`config.mk`:
```
export PLATFORM = sky130hd
export DESIGN_NAME = multi_shift_reg_flat
export DESIGN_NICKNAME = d
export VERILOG_FILES = /design/src/rtl/multi_shift_reg_pkg.sv /design/src/rtl/multi_shift_reg_if.sv /design/src/rtl/multi_shift_reg_shift_step.sv /design/src/rtl/multi_shift_reg.sv /design/src/flat_wrapper.sv
export SDC_FILE = /design/constraint.sdc
export NUM_CORES = 1
export LEC_CHECK = 0
export CAP_MARGIN = 20
export CORE_MARGIN = 2
export CORE_UTILIZATION = 50
export DETAILED_ROUTE_END_ITERATION = 12
export GPL_TIMING_DRIVEN = 0
export PLACE_DENSITY = 0.82
export SLEW_MARGIN = 20
export SYNTH_ARGS = -nofsm -noshare
export SYNTH_HDL_FRONTEND = slang
export SYNTH_HIERARCHICAL = 1
export SYNTH_SLANG_ARGS = --single-unit
export TNS_END_PERCENT = 30
```
`constraint.sdc`:
```
create_clock -name clock -period 2.7 [get_ports clock]
set_input_delay 0.54 -clock clock [delete_from_list [all_inputs] [get_ports clock]]
set_output_delay 0.54 -clock clock [all_outputs]
set_load 0.005 [all_outputs]
```
`src/rtl/multi_shift_reg_pkg.sv`:
```
// Shared types for the multi-step universal shift register: operation and FSM state encodings.
package msr_pkg;

  typedef enum logic [2:0] {
    HOLD  = 3'd0,
    LOAD  = 3'd1,
    CLEAR = 3'd2,
    SHL   = 3'd3,
    SHR   = 3'd4,
    ASR   = 3'd5,
    ROL   = 3'd6,
    ROR   = 3'd7
  } msr_op_t;

  typedef enum logic [1:0] {
    IDLE = 2'd0,
    RUN  = 2'd1,
    DONE = 2'd2
  } msr_state_t;

  function automatic logic is_shift(input msr_op_t op);
    logic res;
    case (op)
      SHL, SHR, ASR, ROL, ROR: res = 1'b1;
      default:                 res = 1'b0;
    endcase
    return res;
  endfunction

endpackage

```
`src/rtl/multi_shift_reg_if.sv`:
```
// Command/data bundle of multi_shift_reg; carry is present only when MSR_CARRY_EN is defined.
interface multi_shift_reg_if #(
  parameter int WIDTH = 8,
  parameter int CNT_W = $clog2(WIDTH + 1)
) ();
  import msr_pkg::*;

  logic             en;
  msr_op_t          op;
  logic [WIDTH-1:0] D;
  logic [CNT_W-1:0] amount;
  logic             start;
  logic             serial_in;
  logic [WIDTH-1:0] Q;
  logic             serial_out;
  logic             busy;
  logic             done;
`ifdef MSR_CARRY_EN
  logic             carry;

  modport master (output en, op, D, amount, start, serial_in,
                  input  Q, serial_out, busy, done, carry);
  modport slave  (input  en, op, D, amount, start, serial_in,
                  output Q, serial_out, busy, done, carry);
`else
  modport master (output en, op, D, amount, start, serial_in,
                  input  Q, serial_out, busy, done);
  modport slave  (input  en, op, D, amount, start, serial_in,
                  output Q, serial_out, busy, done);
`endif

endinterface

```
`src/rtl/multi_shift_reg_shift_step.sv`:
```
// One-position shift/rotate of a register value; non-shift ops pass the value through.
module msr_shift_step
  import msr_pkg::*;
#(
  parameter int WIDTH = 8
) (
  input  logic [WIDTH-1:0] q,
  input  msr_op_t          op,
  input  logic             serial_in,
  output logic [WIDTH-1:0] q_next,
  output logic             shift_out
);

  // Next value and the bit leaving the register for the given op
  always_comb begin
    q_next    = q;
    shift_out = 1'b0;
    case (op)
      SHL: begin
        q_next    = {q[WIDTH-2:0], serial_in};
        shift_out = q[WIDTH-1];
      end
      SHR: begin
        q_next    = {serial_in, q[WIDTH-1:1]};
        shift_out = q[0];
      end
      ASR: begin
        q_next    = {q[WIDTH-1], q[WIDTH-1:1]};
        shift_out = q[0];
      end
      ROL: begin
        q_next    = {q[WIDTH-2:0], q[WIDTH-1]};
        shift_out = q[WIDTH-1];
      end
      ROR: begin
        q_next    = {q[0], q[WIDTH-1:1]};
        shift_out = q[0];
      end
      default: begin
        q_next    = q;
        shift_out = 1'b0;
      end
    endcase
  end

endmodule

```
`src/rtl/multi_shift_reg.sv`:
```
// Universal shift register with single-step ops and a multi-cycle "shift by N" command.
// Optional MSR_CARRY_EN adds a carry register holding the last bit shifted out.
module multi_shift_reg
  import msr_pkg::*;
#(
  parameter int WIDTH = 8,
  parameter int CNT_W = $clog2(WIDTH + 1)
) (
  input  logic       clock,
  input  logic       reset,
  multi_shift_reg_if.slave bus
);

  localparam logic [CNT_W-1:0] CNT_ZERO = {CNT_W{1'b0}};
  localparam logic [CNT_W-1:0] CNT_ONE  = {{(CNT_W-1){1'b0}}, 1'b1};

  msr_state_t       state_r, state_n_s;
  logic [CNT_W-1:0] cnt_r, cnt_n_s;
  msr_op_t          lop_r, lop_n_s;
  msr_op_t          act_op_s;
  logic [WIDTH-1:0] q_r, q_n_s, step_q_s;
  logic             step_out_s;
  logic             busy_r, done_r;
`ifdef MSR_CARRY_EN
  logic             carry_r, carry_n_s;
`endif

  // The latched op drives the shifter while a multi-cycle shift is running
  always_comb begin
    if (state_r == RUN) begin
      act_op_s = lop_r;
    end else begin
      act_op_s = bus.op;
    end
  end

  msr_shift_step #(.WIDTH(WIDTH)) u_step (
    .q         (q_r),
    .op        (act_op_s),
    .serial_in (bus.serial_in),
    .q_next    (step_q_s),
    .shift_out (step_out_s)
  );

  // Next-state, counter, latched op and datapath selection
  always_comb begin
    state_n_s = state_r;
    cnt_n_s   = cnt_r;
    lop_n_s   = lop_r;
    q_n_s     = q_r;
`ifdef MSR_CARRY_EN
    carry_n_s = carry_r;
`endif
    case (state_r)
      IDLE, DONE: begin
        state_n_s = IDLE;
        if (bus.start && is_shift(bus.op)) begin
          lop_n_s = bus.op;
          cnt_n_s = bus.amount;
          if (bus.amount == CNT_ZERO) begin
            state_n_s = DONE;
          end else begin
            state_n_s = RUN;
          end
        end else begin
          case (bus.op)
            LOAD: begin
              q_n_s = bus.D;
`ifdef MSR_CARRY_EN
              carry_n_s = 1'b0;
`endif
            end
            CLEAR: begin
              q_n_s = {WIDTH{1'b0}};
`ifdef MSR_CARRY_EN
              carry_n_s = 1'b0;
`endif
            end
            SHL, SHR, ASR, ROL, ROR: begin
              q_n_s = step_q_s;
`ifdef MSR_CARRY_EN
              carry_n_s = step_out_s;
`endif
            end
            default: q_n_s = q_r;
          endcase
        end
      end
      RUN: begin
        q_n_s   = step_q_s;
        cnt_n_s = cnt_r - CNT_ONE;
`ifdef MSR_CARRY_EN
        carry_n_s = step_out_s;
`endif
        if (cnt_r == CNT_ONE) begin
          state_n_s = DONE;
        end else begin
          state_n_s = RUN;
        end
      end
      default: begin
        state_n_s = IDLE;
        cnt_n_s   = CNT_ZERO;
      end
    endcase
  end

  // State and output registers; en low freezes everything
  always_ff @(posedge clock or posedge reset) begin
    if (reset) begin
      state_r <= IDLE;
      cnt_r   <= CNT_ZERO;
      lop_r   <= HOLD;
      q_r     <= {WIDTH{1'b0}};
      busy_r  <= 1'b0;
      done_r  <= 1'b0;
`ifdef MSR_CARRY_EN
      carry_r <= 1'b0;
`endif
    end else if (bus.en) begin
      state_r <= state_n_s;
      cnt_r   <= cnt_n_s;
      lop_r   <= lop_n_s;
      q_r     <= q_n_s;
      busy_r  <= (state_n_s == RUN);
      done_r  <= (state_n_s == DONE);
`ifdef MSR_CARRY_EN
      carry_r <= carry_n_s;
`endif
    end
  end

  assign bus.Q          = q_r;
  assign bus.serial_out = step_out_s;
  assign bus.busy       = busy_r;
  assign bus.done       = done_r;
`ifdef MSR_CARRY_EN
  assign bus.carry      = carry_r;
`endif

endmodule
```
`src/flat_wrapper.sv`:
```
// flat-port wrapper written by rule: the top's interface ports become plain ports
module multi_shift_reg_flat import msr_pkg::*;
#(
  parameter int WIDTH = 8,
  parameter int CNT_W = $clog2(WIDTH + 1)
)
  (clock, reset, bus_en, bus_op, bus_D, bus_amount, bus_start, bus_serial_in, bus_Q, bus_serial_out, bus_busy, bus_done);
  multi_shift_reg_if #(.WIDTH(WIDTH), .CNT_W(CNT_W)) bus_i ();
  input  logic clock;
  input  logic reset;
  input wire logic [$bits(bus_i.en)-1:0] bus_en;
  input wire logic [$bits(bus_i.op)-1:0] bus_op;
  input wire logic [$bits(bus_i.D)-1:0] bus_D;
  input wire logic [$bits(bus_i.amount)-1:0] bus_amount;
  input wire logic [$bits(bus_i.start)-1:0] bus_start;
  input wire logic [$bits(bus_i.serial_in)-1:0] bus_serial_in;
  output wire logic [$bits(bus_i.Q)-1:0] bus_Q;
  output wire logic [$bits(bus_i.serial_out)-1:0] bus_serial_out;
  output wire logic [$bits(bus_i.busy)-1:0] bus_busy;
  output wire logic [$bits(bus_i.done)-1:0] bus_done;
  assign bus_i.en = bus_en;
  assign bus_i.op = bus_op;
  assign bus_i.D = bus_D;
  assign bus_i.amount = bus_amount;
  assign bus_i.start = bus_start;
  assign bus_i.serial_in = bus_serial_in;
  assign bus_Q = bus_i.Q;
  assign bus_serial_out = bus_i.serial_out;
  assign bus_busy = bus_i.busy;
  assign bus_done = bus_i.done;
  multi_shift_reg #(.WIDTH(WIDTH), .CNT_W(CNT_W)) u_core (.clock(clock), .reset(reset), .bus(bus_i));
endmodule
```
[Yosys cells after proc, flatten, opt, wreduce, memory -nomap -nowiden]
Cells that the tools add are included.
Storage, ports and cells
  register bits: 19
Cells by class
  equality and inequality tests: 20
  multiplexer cells: 14
  reductions and logical operators: 11
  $add $sub $neg: 1
Operator list (number)
  8-bit case mux with 5 select lines: 1
  3-bit equality test (second input constant): 8
  8-bit case mux with 3 select lines: 1
  8-bit case mux with 2 select lines: 1
  3-bit by 2-bit equality test with 1-bit output (second input constant): 3
  8-bit two-way mux: 1
  4-bit case mux with 2 select lines: 1
  2-bit two-way mux: 3
  5-bit OR reduction: 1
  2-bit by 1-bit equality test with 1-bit output (second input constant): 2
  2-bit equality test (second input constant): 2
  4-bit by 1-bit equality test with 1-bit output (second input constant): 1
  4-bit zero test: 1
  4-bit two-way mux: 1
  4-bit != test (second input constant): 1
  2-bit case mux with 2 select lines: 1
  4-bit AND reduction: 1
  2-bit OR reduction: 2
  4-bit by 1-bit subtractor with 4-bit output (second input constant): 1
  3-bit by 1-bit equality test with 1-bit output (second input constant): 1
  3-bit two-way mux: 1
  3-bit AND reduction: 1
  3-bit OR reduction: 1
  2-bit zero test: 1
  7 further kinds: 8

[Depth between registers and ports, before layout]
  depth in word-level cells: 8
  depth in mapped cells: 9

[By module]
Netlist, hierarchy kept.
By module, submodules not included
  multi_shift_reg: area each 1039.7 um2, seq. area each 475.5 um2, cells each 94, times used 1
  msr_shift_step: area each 377.9 um2, seq. area each 0.0 um2, cells each 54, times used 1

[Worst setup path after synthesis]
No wires, ideal clock.
  kind: register -> register
  start point: register u_core.state_r[1]
  end point: register u_core.q_r[2] (netlist: u_core/bus.Q[2])
  required time: 2.575 ns
  path slack: 0.526 ns
  path buffers: 2
  data arrival time: 2.050 ns
  cell stages (with the launch flop): 10
  period minus slack after synthesis: 2.174 ns
  library setup time: 0.125 ns
  path through: dfrtp_1 -> nand2b_1 -> buf_2 -> mux2_2 -> buf_6 -> and2_1 -> a2111oi_0 -> a21oi_1 -> a22o_1 -> mux2_2
On the way
  cells in the longest elaborated chain, start to end: 7
Ends and longest elaborated chain
  start, declared: RTL line multi_shift_reg.sv:17  | msr_state_t state_r, state_n_s;
  start signal, assigned: RTL line multi_shift_reg.sv:121  | state_r <= state_n_s;
  2-bit by 1-bit equality test with 1-bit output *: RTL line multi_shift_reg.sv:30  | if (state_r == RUN) begin
  3-bit two-way mux *: RTL line multi_shift_reg.sv:30
  named net u_core.act_op_s[0]: RTL line multi_shift_reg.sv:20  | msr_op_t act_op_s;
  3-bit equality test / 3-bit by 2-bit equality test with 1-bit output (equally long branches): RTL line multi_shift_reg_shift_step.sv:18  | case (op)
  8-bit case mux with 5 select lines *: RTL line multi_shift_reg_shift_step.sv:18
  named net u_core.step_q_s[2]: RTL line multi_shift_reg.sv:21  | logic [WIDTH-1:0] q_r, q_n_s, step_q_s;
  8-bit case mux with 3 select lines: RTL line multi_shift_reg.sv:66  | case (bus.op)
  8-bit two-way mux: RTL line multi_shift_reg.sv:57  | if (bus.start && is_shift(bus.op)) begin
  8-bit case mux with 2 select lines *: RTL line multi_shift_reg.sv:54  | case (state_r)
  end signal, assigned: RTL line multi_shift_reg.sv:114  | q_r <= {WIDTH{1'b0}};
  end signal, assigned: RTL line multi_shift_reg.sv:124  | q_r <= q_n_s;
  end, declared: RTL line multi_shift_reg.sv:21
Mark *: on every way through the listed nets, which the timed path passes. The rest lies on a longest branch. The select of a mux whose other input is x is not followed.
A chain may end at the register's enable or synchronous reset.

[Worst setup path after layout]
  start point: register u_core.state_r[1]
  end point: output port bus_serial_out
On the way
  cells in the longest elaborated chain, start to end: 5
Ends and longest elaborated chain
  2-bit by 1-bit equality test with 1-bit output *: RTL line multi_shift_reg.sv:30
  3-bit two-way mux *: RTL line multi_shift_reg.sv:30
  named net u_core.act_op_s[0]: RTL line multi_shift_reg.sv:20
  3-bit equality test / 3-bit by 2-bit equality test with 1-bit output (equally long branches): RTL line multi_shift_reg_shift_step.sv:18
  3-bit OR reduction (no source line) / 2-bit OR reduction (equally long branches)
  1-bit case mux with 2 select lines *: RTL line multi_shift_reg_shift_step.sv:18
  end, declared: RTL line flat_wrapper.sv:18  | output wire logic [$bits(bus_i.serial_out)-1:0] bus_serial_out;
Mark *: on every way through the listed nets, which the timed path passes. The rest lies on a longest branch.

==> flow_summary_export.csv <==
group,metric,value,unit
outcome,status,"finished, final reports clean",
global_routing,grt_util_all_layers,0.240,
global_routing,first_global_vias,1419,
hold_path,min_to,"u_core/lop_r[0]",
die,coreArea,2730,um^2
finish,fin_area,1860,um^2
critical_path,worstSetupEndpointType,"primary output",
power,power.switching,957,uW
power,combinationalPowerShare,0.684,
sta,fin_ws,0.0817,ns
clock_network,ctsHoldBuffers,0,
routing,post_drt_via_cell_ratio,6.32,
synth,syn-instance-count,148,
critical_path,critPathKind,"flip-flop to primary output",
synth,synth_cell_type_count,46,
sta,setup_viol,0,
sta,maxSlewViolCount,0,
global_routing,grt_max_degree,20,
finish,utilization,0.681,
hold_path,min_from,"u_core/lop_r[0]",
critical_path,r2r_setup_slack,0.36,ns
clock_network,cts_tree,"built",
power,p_leak,0.000795,uW
die,die_h,57.2,um
die,initial_core_util,0.519,
routing,finalWirelength,3670,um
routing,post_drt_wl_per_cell,16.7,um
finish,drive_gt1_frac,0.202,
sta,fin_crit,2.62,ns
sta,relSlewSlack,0.466,
synth,synth_edf_count,0,
synth,syn_area,1420,um^2
routing,drt_first_pass_iters,4,
sta,worst_pin_slew,0.800,ns
synth,synth_flop_cell,"dfrtp_1",
run,max_cap_violations,0,
clock_network,cts_buffer_depth,2,
synth,synth_top_area_frac,0.335,
hold_path,hold_depth,1,
sta,hold_slack,0.529,ns
critical_path,timing.critical_path.required,2.16,ns
place,hpwl,2610,um
critical_path,timing.rr.start,"u_core/state_r[1]",
power,p_int,1330,uW
finish,antenna_cells,0,
power,vdd_ir_drop_max,825,uV
clock_network,htreeDepth,1,
place,gp_congestion,0.865,
clock_network,cts_root_buf,"clkbuf_4",
die,die_w,57.2,um
place,pre_cts_ws,-0.333,ns
synth,synth-seq-cells,19,
sta,fin_worst_skew,0.00238,ns
sta,finalHoldViolCount,0,
place,port-buffer-count,30,
routing,ant_nets,0,
power,switching_share,0.419,
routing,num_vias,1385,
clock_network,clkLatencyLatePin,0.29,ns
clock_network,cts_buffers,3,
global_routing,grt_pass1_wl,6300,um
synth,synth_area_leaders,"dfrtp_1, mux2_2, a211oi_1",
critical_path,worst_ep_arrival_time,2.08,ns
place,dpl_cell_area,1760,um^2
clock_network,cts_num_sinks,19,
routing,drt_iter0_drc,87,
critical_path,crit_fanout,10,
power,pwr-share-clk,0.064,
power,seqPwrFrac,0.252,
critical_path,start_kind,"flip-flop",
synth,synth_async_sr_flop_share,1.00,
routing,drcViolationCount,0,
critical_path,rr_worst_depth,10,
sta,fin_crit_sh,0.970,
synth,ys_warn_count,6,
die,core.rowCount,19,
hold_path,worstHoldPathType,"flip-flop to flip-flop",
clock_network,path_clk_slew,0.11,ns
global_routing,antenna_found_initial,0,
power,power_density,1230,nW/um^2
critical_path,r2r-end,"u_core/bus.Q[5]",
finish,final_net_count,211,
die,io_pins,31,
synth,syn_avg_cell_area,9.58,um^2
die,dieArea,3280,um^2
synth,synth_area_leader_cell,"dfrtp_1",
sta,rsz0062_at_grt,"false",
global_routing,grt_overflow,0,
finish,syn_to_final_growth,31.4,%
synth,synth_nets,170,
sta,clock.fmax,0.382,GHz
synth,yosysSeqAreaShare,0.335,
[power groups by stage]
stage          Clock (uW)  Combinational (uW)  Sequential (uW)
2_1_floorplan           0                1010              544
3_3_place_gp            0                1340              568
3_5_place_dp            0                1390              576
4_1_cts               154                1470              568
5_1_grt               166                1710              597
6_report              147                1560              576
[logic make-up (layout without fill, tap and decap cells)]
family | Yosys count | after routing | synth area share
compound gates | 56 | 56 | 0.291
xor+xnor | 1 | 1 | 0.00618
fa+ha+maj | 2 | 2 | 0.0176
buf+inv | 17 | 57 | 0.0697
flops | 19 | 19 | 0.335
mux | 15 | 15 | 0.118
simple gates | 38 | 38 | 0.162
[per-layer routing]
layer | part of all wire | GRT usage
met1 | 0.41 | 0.308
met2 | 0.51 | 0.411
met3 | 0.066 | 0.0340
met4 | 0.019 | 0.0897
met5 | 0 | 0
[worst max-delay path: stages, from the launching register on]
cell and delay (ns):
dfrtp_1 0.38, nand2b_4 0.13, buf_6 0.11, mux2_2 0.33, buf_6 0.14, nand2b_4 0.18, o22ai_2 0.15, a22o_1 0.16
clkdlybuf4s15_1 0.20
[metrics by stage]
stage	instances	TNS, ns	total power, uW
3_5_place_dp	209	-0.333	1970
3_3_place_gp	209	-0.302	1910
5_1_grt	219	0	2470
4_1_cts	216	0	2190
2_1_floorplan	148	0	1550
6_report	219	0	2290
[cells in the mapped netlist (2+ instances only)]
master	n
a211oi_1	14
nand2_1	7
nor3_1	5
nand2b_1	2
mux2_2	14
inv_1	10
nor2_1	2
nand3_1	2
a21oi_1	7
o21ai_0	9
ha_1	2
and3_1	2
dfrtp_1	19
nor2b_1	6
o22ai_1	4
buf_6	4
a22o_1	10
[final cells by class]
cell class              count  area (um^2)
fillers                   222          871
repair buffers             36          342
inverters                  11         43.8
flip-flops and latches     19          475
multi-input cells         112          870
plain buffers               6         67.6
clock buffers               4         26.3
well taps                  31         38.8
[sequential cells by signal, summed over array words and instances (netlist names)]
name / cells
u_core/lop_r: 3
u_core/bus.Q: 8
u_core/bus.busy: 1
u_core/bus.done: 1
u_core/cnt_r: 4
u_core/state_r: 2
[how the worst max path moves through the flow]
stage                      startpoint  slack, ns  depth (start not counted)         endpoint
detailed placement          bus_op[0]      -0.33                          7   bus_serial_out
floorplan           u_core/state_r[1]       0.53                          9  u_core/bus.Q[2]
CTS                 u_core/state_r[1]       0.06                          8   bus_serial_out
global route        u_core/state_r[0]       0.02                          8   bus_serial_out
finish              u_core/state_r[1]       0.08                          8   bus_serial_out
global placement            bus_op[0]      -0.30                          7   bus_serial_out
[cell usage in the layout, fill, tap and decap left out, drive strengths merged, types with 2 or more instances in the layout]
| master | instances |
|---|---|
| clkdlybuf4s50 | 26 |
| dfrtp | 19 |
| a211oi | 14 |
| mux2 | 14 |
| buf | 12 |
| inv | 11 |
| a22o | 10 |
| o21ai | 10 |
| nand2 | 8 |
| a21oi | 7 |
| nor2b | 6 |
| nor3 | 5 |
| clkbuf | 4 |
| o22ai | 4 |
| dlygate4sd2 | 3 |
| nand2b | 3 |
| nor2 | 2 |
| ha | 2 |
| and3 | 2 |
| nand3 | 2 |
| or4 | 2 |
| a221oi | 2 |
[what timing repair did]
action,4_1_cts,5_1_grt
setup buffers,3,3
hold endpoints to repair,0,0
endpoints found under the setup margin,1,1
gates resized for setup,10,4
Power figures use the tool's default switching activity.
